File: src/rtl/exu_alu_core_if.sv
// Operand/result handshake bundle between the EXU control path and the ALU core.
// master drives operands and consumes results; slave is the ALU core itself.
interface exu_alu_core_if #(
   parameter int XLEN = 32,
   parameter int FW   = 5
);
   logic            in_valid;
   logic            in_ready;
   logic [XLEN-1:0] alu_a;
   logic [XLEN-1:0] alu_b;
   logic [FW-1:0]   alu_func;
   logic            out_valid;
   logic            out_ready;
   logic [XLEN-1:0] alu_result;
   logic            busy;

   modport master (
      output in_valid, alu_a, alu_b, alu_func, out_ready,
      input  in_ready, out_valid, alu_result, busy
   );

   modport slave (
      input  in_valid, alu_a, alu_b, alu_func, out_ready,
      output in_ready, out_valid, alu_result, busy
   );
endinterface

File: src/rtl/exu_alu_core.sv
// Registered EXU execution core: single-cycle logic/arith ops, iterative
// shift-add multiply and restoring divide/remainder behind valid/ready.
//
// state  | meaning
// IDLE   | waiting for an operand triple (in_ready high)
// MUL    | shift-add multiply, one multiplier bit per cycle
// DIV    | restoring divide, one quotient bit per cycle
// DONE   | alu_result valid, held until out_ready

`ifndef EXU_ALU_CFG_DEFINED
`define EXU_ALU_CFG_DEFINED
`define ISA_WIDTH      32
`define ALU_FUNC_WIDTH 5
`define NO_FUNC 5'd0
`define ADD_S   5'd1
`define SUB_S   5'd2
`define EQ      5'd3
`define LTS     5'd4
`define LTU     5'd5
`define AND     5'd6
`define OR      5'd7
`define XOR     5'd8
`define SLL     5'd9
`define SRL     5'd10
`define SRA     5'd11
`define MUL     5'd12
`define DIV     5'd13
`define DIVU    5'd14
`define REM     5'd15
`define REMU    5'd16
`endif

module exu_alu_core #(
   parameter int XLEN = `ISA_WIDTH
) (
   input  logic           clk,
   input  logic           rst,
   exu_alu_core_if.slave  bus
);
   localparam int CW = $clog2(XLEN) + 1;

   typedef enum logic [1:0] {S_IDLE, S_MUL, S_DIV, S_DONE} state_t;

   state_t          r_state, w_next;
   logic [CW-1:0]   r_cnt;
   logic [XLEN-1:0] r_result;
   logic [XLEN-1:0] r_x, r_y, r_z;   // MUL: acc/mcand/mplier, DIV: rem/divisor/quot
   logic            r_neg_q, r_neg_r, r_is_rem;

   logic            w_accept, w_last;
   logic            w_is_mul, w_is_div, w_signed_div, w_is_rem_op;
   logic            w_div_zero, w_div_ovf, w_div_corner;
   logic [XLEN-1:0] w_a, w_b, w_abs_a, w_abs_b;
   logic [XLEN-1:0] w_simple, w_corner_res, w_mul_acc;
   logic [XLEN:0]   w_trial;
   logic            w_ge;
   logic [XLEN-1:0] w_div_rem, w_div_quot, w_div_res;

   assign w_a          = bus.alu_a;
   assign w_b          = bus.alu_b;
   assign w_accept     = bus.in_valid && (r_state == S_IDLE);
   assign w_last       = (r_cnt == CW'(XLEN - 1));
   assign w_is_mul     = (bus.alu_func == `MUL);
   assign w_signed_div = (bus.alu_func == `DIV) || (bus.alu_func == `REM);
   assign w_is_rem_op  = (bus.alu_func == `REM) || (bus.alu_func == `REMU);
   assign w_is_div     = w_signed_div || (bus.alu_func == `DIVU) || w_is_rem_op;
   assign w_div_zero   = (w_b == '0);
   assign w_div_ovf    = w_signed_div && (w_a == {1'b1, {(XLEN-1){1'b0}}}) && (w_b == '1);
   assign w_div_corner = w_is_div && (w_div_zero || w_div_ovf);
   assign w_abs_a      = (w_signed_div && w_a[XLEN-1]) ? -w_a : w_a;
   assign w_abs_b      = (w_signed_div && w_b[XLEN-1]) ? -w_b : w_b;
   assign w_corner_res = w_div_zero ? (w_is_rem_op ? w_a : '1) : (w_is_rem_op ? '0 : w_a);

   always_comb begin
      w_simple = '0;
      case (bus.alu_func)
         `ADD_S: w_simple = w_a + w_b;
         `SUB_S: w_simple = w_a - w_b;
         `EQ:    w_simple = {{(XLEN-1){1'b0}}, w_a == w_b};
         `LTS:   w_simple = {{(XLEN-1){1'b0}}, $signed(w_a) < $signed(w_b)};
         `LTU:   w_simple = {{(XLEN-1){1'b0}}, w_a < w_b};
         `AND:   w_simple = w_a & w_b;
         `OR:    w_simple = w_a | w_b;
         `XOR:   w_simple = w_a ^ w_b;
         `SLL:   w_simple = w_a << w_b[4:0];
         `SRL:   w_simple = w_a >> w_b[4:0];
         `SRA:   w_simple = $unsigned($signed(w_a) >>> w_b[4:0]);
         default: w_simple = '0;
      endcase
   end

   assign w_mul_acc = r_x + (r_z[0] ? r_y : '0);

   // Partial remainder stays below the divisor, so bit XLEN of the trial is its sign.
   assign w_trial    = {r_x, r_z[XLEN-1]} - {1'b0, r_y};
   assign w_ge       = ~w_trial[XLEN];
   assign w_div_rem  = w_ge ? w_trial[XLEN-1:0] : {r_x[XLEN-2:0], r_z[XLEN-1]};
   assign w_div_quot = {r_z[XLEN-2:0], w_ge};
   assign w_div_res  = r_is_rem ? (r_neg_r ? -w_div_rem  : w_div_rem)
                                : (r_neg_q ? -w_div_quot : w_div_quot);

   always_comb begin
      w_next = r_state;
      case (r_state)
         S_IDLE:
            if (w_accept) begin
               if (w_is_mul)                       w_next = S_MUL;
               else if (w_is_div && !w_div_corner) w_next = S_DIV;
               else                                w_next = S_DONE;
            end
         S_MUL:  if (w_last) w_next = S_DONE;
         S_DIV:  if (w_last) w_next = S_DONE;
         S_DONE: if (bus.out_ready) w_next = S_IDLE;
         default: w_next = S_IDLE;
      endcase
   end

   always_ff @(posedge clk) begin
      if (!rst) r_state <= S_IDLE;
      else      r_state <= w_next;
   end

   always_ff @(posedge clk) begin
      if (!rst) begin
         r_cnt    <= '0;
         r_result <= '0;
         r_x      <= '0;
         r_y      <= '0;
         r_z      <= '0;
         r_neg_q  <= 1'b0;
         r_neg_r  <= 1'b0;
         r_is_rem <= 1'b0;
      end else begin
         case (r_state)
            S_IDLE:
               if (w_accept) begin
                  r_cnt <= '0;
                  if (w_is_mul) begin
                     r_x <= '0;
                     r_y <= w_a;
                     r_z <= w_b;
                  end else if (w_is_div && !w_div_corner) begin
                     r_x      <= '0;
                     r_y      <= w_abs_b;
                     r_z      <= w_abs_a;
                     r_neg_q  <= w_signed_div && (w_a[XLEN-1] ^ w_b[XLEN-1]);
                     r_neg_r  <= w_signed_div && w_a[XLEN-1];
                     r_is_rem <= w_is_rem_op;
                  end else if (w_div_corner) begin
                     r_result <= w_corner_res;
                  end else begin
                     r_result <= w_simple;
                  end
               end
            S_MUL: begin
               r_x   <= w_mul_acc;
               r_y   <= r_y << 1;
               r_z   <= r_z >> 1;
               r_cnt <= r_cnt + 1'b1;
               if (w_last) begin
                  r_result <= w_mul_acc;
                  r_cnt    <= '0;
               end
            end
            S_DIV: begin
               r_x   <= w_div_rem;
               r_z   <= w_div_quot;
               r_cnt <= r_cnt + 1'b1;
               if (w_last) begin
                  r_result <= w_div_res;
                  r_cnt    <= '0;
               end
            end
            default: ;
         endcase
      end
   end

   assign bus.in_ready   = (r_state == S_IDLE);
   assign bus.out_valid  = (r_state == S_DONE);
   assign bus.busy       = (r_state == S_MUL) || (r_state == S_DIV);
   assign bus.alu_result = r_result;
endmodule

File: src/flat_wrapper.sv
// flat-port wrapper written by rule: the top's interface ports become plain ports
module exu_alu_core_flat 
#(
   parameter int XLEN = `ISA_WIDTH
)
  (clk, rst, bus_in_valid, bus_alu_a, bus_alu_b, bus_alu_func, bus_out_ready, bus_in_ready, bus_out_valid, bus_alu_result, bus_busy);
  exu_alu_core_if #(.XLEN(XLEN), .FW(`ALU_FUNC_WIDTH)) bus_i ();
  input  logic clk;
  input  logic rst;
  input wire logic [$bits(bus_i.in_valid)-1:0] bus_in_valid;
  input wire logic [$bits(bus_i.alu_a)-1:0] bus_alu_a;
  input wire logic [$bits(bus_i.alu_b)-1:0] bus_alu_b;
  input wire logic [$bits(bus_i.alu_func)-1:0] bus_alu_func;
  input wire logic [$bits(bus_i.out_ready)-1:0] bus_out_ready;
  output wire logic [$bits(bus_i.in_ready)-1:0] bus_in_ready;
  output wire logic [$bits(bus_i.out_valid)-1:0] bus_out_valid;
  output wire logic [$bits(bus_i.alu_result)-1:0] bus_alu_result;
  output wire logic [$bits(bus_i.busy)-1:0] bus_busy;
  assign bus_i.in_valid = bus_in_valid;
  assign bus_i.alu_a = bus_alu_a;
  assign bus_i.alu_b = bus_alu_b;
  assign bus_i.alu_func = bus_alu_func;
  assign bus_i.out_ready = bus_out_ready;
  assign bus_in_ready = bus_i.in_ready;
  assign bus_out_valid = bus_i.out_valid;
  assign bus_alu_result = bus_i.alu_result;
  assign bus_busy = bus_i.busy;
  exu_alu_core #(.XLEN(XLEN)) u_core (.clk(clk), .rst(rst), .bus(bus_i));
endmodule
File: config.mk
export PLATFORM = sky130hd
export DESIGN_NAME = exu_alu_core_flat
export DESIGN_NICKNAME = d
export VERILOG_FILES = /design/src/rtl/exu_alu_core_if.sv /design/src/rtl/exu_alu_core.sv /design/src/flat_wrapper.sv
export SDC_FILE = /design/constraint.sdc
export NUM_CORES = 1
export LEC_CHECK = 0
export CAP_MARGIN = 20
export CORE_ASPECT_RATIO = 0.8
export CORE_MARGIN = 10
export CORE_UTILIZATION = 35
export CTS_CLUSTER_SIZE = 40
export DETAILED_ROUTE_END_ITERATION = 16
export HOLD_SLACK_MARGIN = 0.15
export PLACE_DENSITY = 0.51
export SKIP_CTS_REPAIR_TIMING = 1
export SLEW_MARGIN = 20
export SYNTH_ARGS = -nofsm -noshare
export SYNTH_HDL_FRONTEND = slang
export SYNTH_SLANG_ARGS = --single-unit
export TNS_END_PERCENT = 100
File: constraint.sdc
create_clock -name clk -period 10.1 [get_ports clk]
set_input_delay 2.02 -clock clk [delete_from_list [all_inputs] [get_ports clk]]
set_output_delay 2.02 -clock clk [all_outputs]
set_load 0.05 [all_outputs]
==> impl_metrics.csv, run 1 <==
group,metric,value,unit
clock_tree,cts_max_level,4,
global_route,grt_antenna_before_repair,8,
timing,setup-tns-final,0,ns
die,ioPinCount,108,
yosys,yosys_warnings,0,
yosys,synth_cell_types,105,
finish,drive_gt1_share,7.06,%
setup_path,path_class,"in2reg",
placement,dp_hpwl,103000,um
min_path,hp-class,"reg2reg",
finish,diodes,0,
timing,rsz0062_at_grt,"no",
yosys,synth_edf_count,0,
setup_path,path_max_fanout,19,
clock_tree,cts_buffers,17,
die,initial_core_util,35.2,%
clock_tree,clk_path_buf_depth,2,
drt,ant_nets,0,
timing,finalSetupViolations,0,
yosys,ys_seq_area_share,12.0,%
power_and_ir_drop,p_int,2.38,mW
clock_tree,cts-root-buf,"clkbuf_16",
finish,multi_input_area,0.0187,sq mm
global_route,grt_usage,32.8,%
finish,areaGrowthSynthToFinish,10.1,%
setup_path,critPathRequiredTime,10.43,ns
flow_run,cap_violations,0,
yosys,netlist_instances,3371,
yosys,syn_nets,3618,
power_and_ir_drop,pwr-share-clk,10.9,%
timing,finClkSkew,0.0134,ns
min_path,hold_depth,2,
global_route,grt_pass1_vias,25700,
die,die_w,307,um
setup_path,worstSetupStartpointType,"primary input",
drt,wl_per_cell,31.7,um
die,row_count,84,
global_route,grt_pass1_wl,189000,um
drt,vias_per_cell,6.79,
drt,drt_wl_total,132000,um
placement,io_buffers,107,
finish,nFillCells,7128,
placement,finalWeightedCongestion,1.06,
setup_path,r2r_cells,18,
power_and_ir_drop,p_leak,9.62,nW
die,core_area,0.0656,sq mm
yosys,synth.avg_cell_area,6.85,sq um
timing,finalMaxSlewViolations,0,
power_and_ir_drop,ir_worst_vdd,0.219,mV
setup_path,worst_setup_path_end_kind,"flop",
die,fp.dieH,250,um
timing,tightest_slew,1.15,ns
global_route,overflow,0,
power_and_ir_drop,total_power,6.00,mW
drt,vias,28400,
yosys,ys.flop_type,"dfxtp_1",
timing,fmax,0.135,GHz
power_and_ir_drop,p_switching,3.63,mW
clock_tree,cts.sinks,139,
yosys,async_flop_share,0,%
global_route,grt_max_degree,98,
clock_tree,cts_tree,"done",
timing,fin_crit,7.42,ns
clock_tree,path_clk_slew,0.07,ns
drt,drtIter0Drc,4350,
drt,drc,0,
power_and_ir_drop,p_per_area,236,mW/mm^2
power_and_ir_drop,comb_power_share,74.1,%
yosys,ys_seq_elements,139,
yosys,synth.cell_area,0.0231,sq mm
timing,slew_headroom,22.4,%
timing,period_share,73.4,%
setup_path,cp.arrival,7.75,ns
die,die_area,0.0767,sq mm
power_and_ir_drop,pwr-share-seq,15.0,%
drt,first_pass_iters,6,
clock_tree,clock_latency,0.46,ns
timing,hold_viol_final,0,
finish,fin_nets,3550,
power_and_ir_drop,switching_share,60.4,%
run_status,outcome,"finished, final reports clean",
finish,register_area,0.00278,sq mm
-- worst max-delay path: stages --
cell	delay, ns
clkdlybuf4s50_1	0.73
inv_1	0.34
ha_1	0.28
nor4b_1	0.68
nand4_1	0.55
nor2_1	0.33
nor3_1	0.17
or2_1	0.31
a211o_1	0.68
nor2_1	0.95
o21ai_0	0.26
a21oi_1	0.29
a211oi_2	0.11
-- metrics by stage --
step	instances	worst slack, ns	util (%)	hold WS (ns)	instance area, sq um
6_report	4176	2.68	38.8	0.472	25400
5_1_grt	4176	2.67	38.8	0.501	25400
4_1_cts	4175	3.07	38.7	0.475	25400
3_5_place_dp	4143	2.56	37.8	0.463	24800
3_3_place_gp	4143	2.72	37.8	0.461	24800
2_1_floorplan	3371	3.54	-	0.449	23100
-- per-layer routing --
metal | part of all wire [%] | vias up | track usage (%)
met5 | 0.070 | - | 0
met4 | 2.6 | 14 | 7.99
met3 | 12 | 226 | 9.05
met1 | 46 | 13900 | 49.9
li1 | - | 12300 | -
met2 | 39 | 1832 | 43.9
-- power groups by stage --
stage / logic, mW / clock network [mW] / registers, mW
floorplan: 2.65 / 0 / 0.951
finish: 4.45 / 0.654 / 0.898
global route: 4.70 / 0.686 / 0.909
detailed placement: 4.28 / 0 / 0.896
CTS: 4.30 / 0.659 / 0.884
global placement: 4.26 / 0 / 0.896
-- area by class of cell --
class                      instances  share of cell area (%)
multi-input combinational       2796                    73.6
sequential                       139                    10.9
timing repair buffer             187                    6.57
tap                              860                    4.23
inverter                         162                    2.40
clock buffer                      17                    1.67
clock inverter                    15                   0.610
-- synthesized netlist by cell type (10+ instances only) --
cell type	count	area, sq um
nor2_1	469	1760
a21oi_1	340	1700
nand2_1	276	1040
clkbuf_1	236	886
o21ai_0	232	1160
ha_1	170	2130
inv_1	153	574
dfxtp_1	139	2780
a211oi_1	119	893
xnor2_1	104	911
nor3_1	85	425
a221oi_1	66	578
mux2i_1	56	561
o211ai_1	55	413
nand3_1	54	270
xor2_1	54	473
mux4_2	49	1100
o31ai_1	48	360
a21o_1	44	330
or3_1	41	257
a31oi_1	37	231
nand2b_1	32	200
nand4_1	26	163
nor4_1	26	163
a311oi_1	24	210
o21bai_1	24	180
buf_1	22	82.6
a211o_1	21	184
a22oi_1	21	158
and2_1	20	125
o22ai_1	19	119
nor2b_1	17	106
o21a_1	16	120
o41ai_1	14	123
and3_1	13	81.3
o2111ai_1	13	114
o221ai_1	13	114
buf_2	12	60.1
or2_2	10	62.6
or4_1	10	75.1
-- cell families (layout without fill, tap and decap cells) --
logic type                 count (synthesis)  after routing  share of synthesized area, %
AOI/OAI and AO/OA                       1226           1226                          35.2
and+or+nand+nor                         1126           1126                          22.4
buffers and inverters                    436            381                          7.25
adders and majority gates                174            174                          9.56
xor gates and xnor gates                 158            158                          5.99
DFF                                      139            139                          12.0
muxes                                    112            112                          7.56
-- cells in the final DEF, fill, tap and decap left out, types with 14 or more instances in the layout --
master	count
a21o_1	44
o21ai_0	229
clkdlybuf4s50_1	102
nand2_1	276
mux4_2	49
a211o_1	21
buf_4	81
a21oi_1	340
o21a_1	16
dfxtp_1	139
a22oi_1	21
xor2_1	54
nor2_1	469
nor4_1	25
o21bai_1	24
a221oi_1	66
o41ai_1	14
xnor2_1	104
o31ai_1	48
clkbuf_16	17
a311oi_1	24
and2_1	20
a31oi_1	37
o211ai_1	55
nor3_1	84
o22ai_1	19
nand2b_1	32
inv_1	151
nand4_1	26
a211oi_1	119
mux2i_1	56
nor2b_1	17
or3_1	41
ha_1	167
nand3_1	53
-- state kept, by name, summed over array words and instances (netlist names) --
register	flops
u_core.r_y	32
u_core.r_neg_r	1
u_core.r_is_rem	1
u_core.r_state	2
u_core.r_neg_q	1
u_core.bus.alu_result	32
u_core.r_cnt	6
u_core.r_z	32
u_core.r_x	32
-- path summary, 6_finish.rpt --
path | start | end | slack, ns
hold reg to reg | u_core.bus.alu_result[1] | u_core.bus.alu_result[1] | 0.47
setup reg to reg | u_core.r_z[31] | u_core.bus.alu_result[30] | 3.42
setup / recovery | bus_alu_a[0] | u_core.bus.alu_result[29] | 2.68
hold / removal | u_core.bus.alu_result[1] | u_core.bus.alu_result[1] | 0.47
(Power assumes the default switching activity.)
==> run 2, diff against run 1 <==
--- a/config.mk
+++ b/config.mk
@@ -12,7 +12,7 @@
 export CTS_CLUSTER_SIZE = 40
 export DETAILED_ROUTE_END_ITERATION = 16
 export HOLD_SLACK_MARGIN = 0.15
-export PLACE_DENSITY = 0.51
+export PLACE_DENSITY = 0.53
 export SKIP_CTS_REPAIR_TIMING = 1
 export SLEW_MARGIN = 20
 export SYNTH_ARGS = -nofsm -noshare
==> constraint.sdc (replaced) <==
create_clock -name clk -period 6.4 [get_ports clk]
set_input_delay 1.28 -clock clk [delete_from_list [all_inputs] [get_ports clk]]
set_output_delay 1.28 -clock clk [all_outputs]
set_load 0.05 [all_outputs]
==> run 2 against run 1 <==
  * Flip-flop and latch count is the same
  * Largest cell class unchanged
  * Hold slack got worse by 0.014 ns
  * Count of clock-buffer cells in the layout unchanged
  * Sequential share of layout area shrank 0.16 points
  * Largest power group unchanged
==> impl_metrics.csv, run 2 (synthesis gave the netlist of run 1 again) <==
group,metric,value,unit
placement,dp_hpwl,96100,um
drt,drc,0,
global_route,grt_usage,30.1,%
timing,finalMaxSlewViolations,0,
timing,finClkSkew,0.00899,ns
global_route,grt_antenna_before_repair,7,
drt,ant_nets,0,
timing,worst_hold_slack,0.458,ns
clock_tree,path_clk_slew,0.06,ns
setup_path,crit_family,"simple AND/OR/NAND/NOR gates",
timing,finalSetupViolations,0,
global_route,grt_pass1_wl,176000,um
setup_path,worstSetupStartpointType,"primary input",
setup_path,cp.arrival,6.06,ns
drt,vias,27700,
timing,slew_headroom,23.3,%
drt,vias_per_cell,6.56,
setup_path,worst_setup_path_end_kind,"flop",
drt,wl_per_cell,28.7,um
power_and_ir_drop,p_per_area,364,mW/mm^2
clock_tree,cts_tree,"done",
clock_tree,clk_path_buf_depth,2,
setup_path,path_class,"in2reg",
placement,placed_cells,4195,
setup_path,crit_buf_inv,3,
clock_tree,clock_latency,0.45,ns
setup_path,slowest_stage,"clkdlybuf4s50_1",
timing,fin_crit,5.77,ns
drt,first_pass_iters,6,
power_and_ir_drop,ir_worst_vdd,0.364,mV
setup_path,critPathRequiredTime,6.68,ns
drt,drt_wl_total,121000,um
power_and_ir_drop,total_power,9.39,mW
flow_run,cap_violations,0,
finish,drive_gt1_share,8.44,%
timing,hold_viol_final,0,
finish,nFillCells,7125,
finish,final_core_util,39.4,%
finish,fin_nets,3601,
global_route,overflow,0,
timing,tightest_slew,1.15,ns
drt,drtIter0Drc,4074,
timing,rsz0062_at_grt,"no",
clock_tree,cts_max_level,4,
power_and_ir_drop,p_leak,9.84,nW
global_route,grt_pass1_vias,24700,
finish,final_area,0.0258,sq mm
finish,layout.cells.non_filler,4226,
timing,setup-tns-final,0,ns
run_status,outcome,"finished, final reports clean",
die,die_w,307,um
placement,dpl_cell_area,0.0252,sq mm
placement,dp_slack,0.417,ns
finish,layout_commonest_cell,"nor2_1",
finish,diodes,0,
die,initial_core_util,35.2,%
finish,areaGrowthSynthToFinish,11.8,%
min_path,hp-class,"reg2reg",
finish,layout_common_cells,"nor2_1, a21oi_1, nand2_1",
timing,period_share,90.2,%
die,ioPinCount,108,
timing,setup_ws,0.626,ns
setup_path,max_stage_delay,0.73,ns
setup_path,crit_chain,"clkdlybuf4s50_1, or4_1, nor3_1, nand4_1, nor4_2, buf_4, nor3_1, or2_1, a211oi_4, buf_4, o2111ai_1, o32ai_1, a311oi_1",
global_route,grt_max_degree,78,
placement,finalWeightedCongestion,1.06,
setup_path,path_max_fanout,17,
die,fp.dieH,250,um
clock_tree,cts-root-buf,"clkbuf_16",
die,die_area,0.0767,sq mm
die,core_area,0.0656,sq mm
placement,io_buffers,107,
die,row_count,84,
clock_tree,cts_buffers,17,
timing,fmax,0.173,GHz
clock_tree,cts.sinks,139,
## run 2: changes by cell type in the layout (fill, tap and decap cells not counted), sizes merged
cell	before	now
clkinv	11	10
clkinvlp	1	4
buf	85	136
inv	164	161
## run 2: cell type report
type | count | area (sq um) | area share, %
Multi-Input combinational cell | 2796 | 18700 | 72.5
Inverter | 162 | 611 | 2.37
Sequential cell | 139 | 2780 | 10.8
Timing Repair Buffer | 238 | 2070 | 8.03
Tap cell | 860 | 1080 | 4.17
Clock inverter | 14 | 139 | 0.538
Clock buffer | 17 | 425 | 1.65
## run 2: path summary, 6_finish.rpt
path | start | end | slack (ns) | cells past startpoint
setup / recovery | bus_alu_b[19] | u_core.bus.alu_result[10] | 0.63 | 13
hold / removal | u_core.bus.alu_result[8] | u_core.bus.alu_result[8] | 0.46 | 2
setup reg to reg | u_core.r_z[31] | u_core.bus.alu_result[28] | 1.02 | 22
hold reg to reg | u_core.bus.alu_result[8] | u_core.bus.alu_result[8] | 0.46 | 2
## run 2: where the power goes
group	switching [mW]	total (mW)	internal [mW]
combinational	4.76	6.96	2.21
clock	0.461	1.00	0.540
sequential	0.344	1.42	1.08
total	5.56	9.39	3.82
## run 2: tightest hold or removal path: cells and delay by family, from the launching register on
kind | cells | cell delay [ns]
AND/OR/NAND/NOR | 1 | 0.05
flip-flops | 1 | 0.31
AO/OA/AOI/OAI | 1 | 0.05
## run 2: routing by layer
layer	share of wire, %	track usage, %	vias up
met2	38	40.1	1771
met1	45	44.4	13300
li1	-	-	12500
met4	3.1	8.59	8
met3	14	10.1	199
met5	0.040	0	-
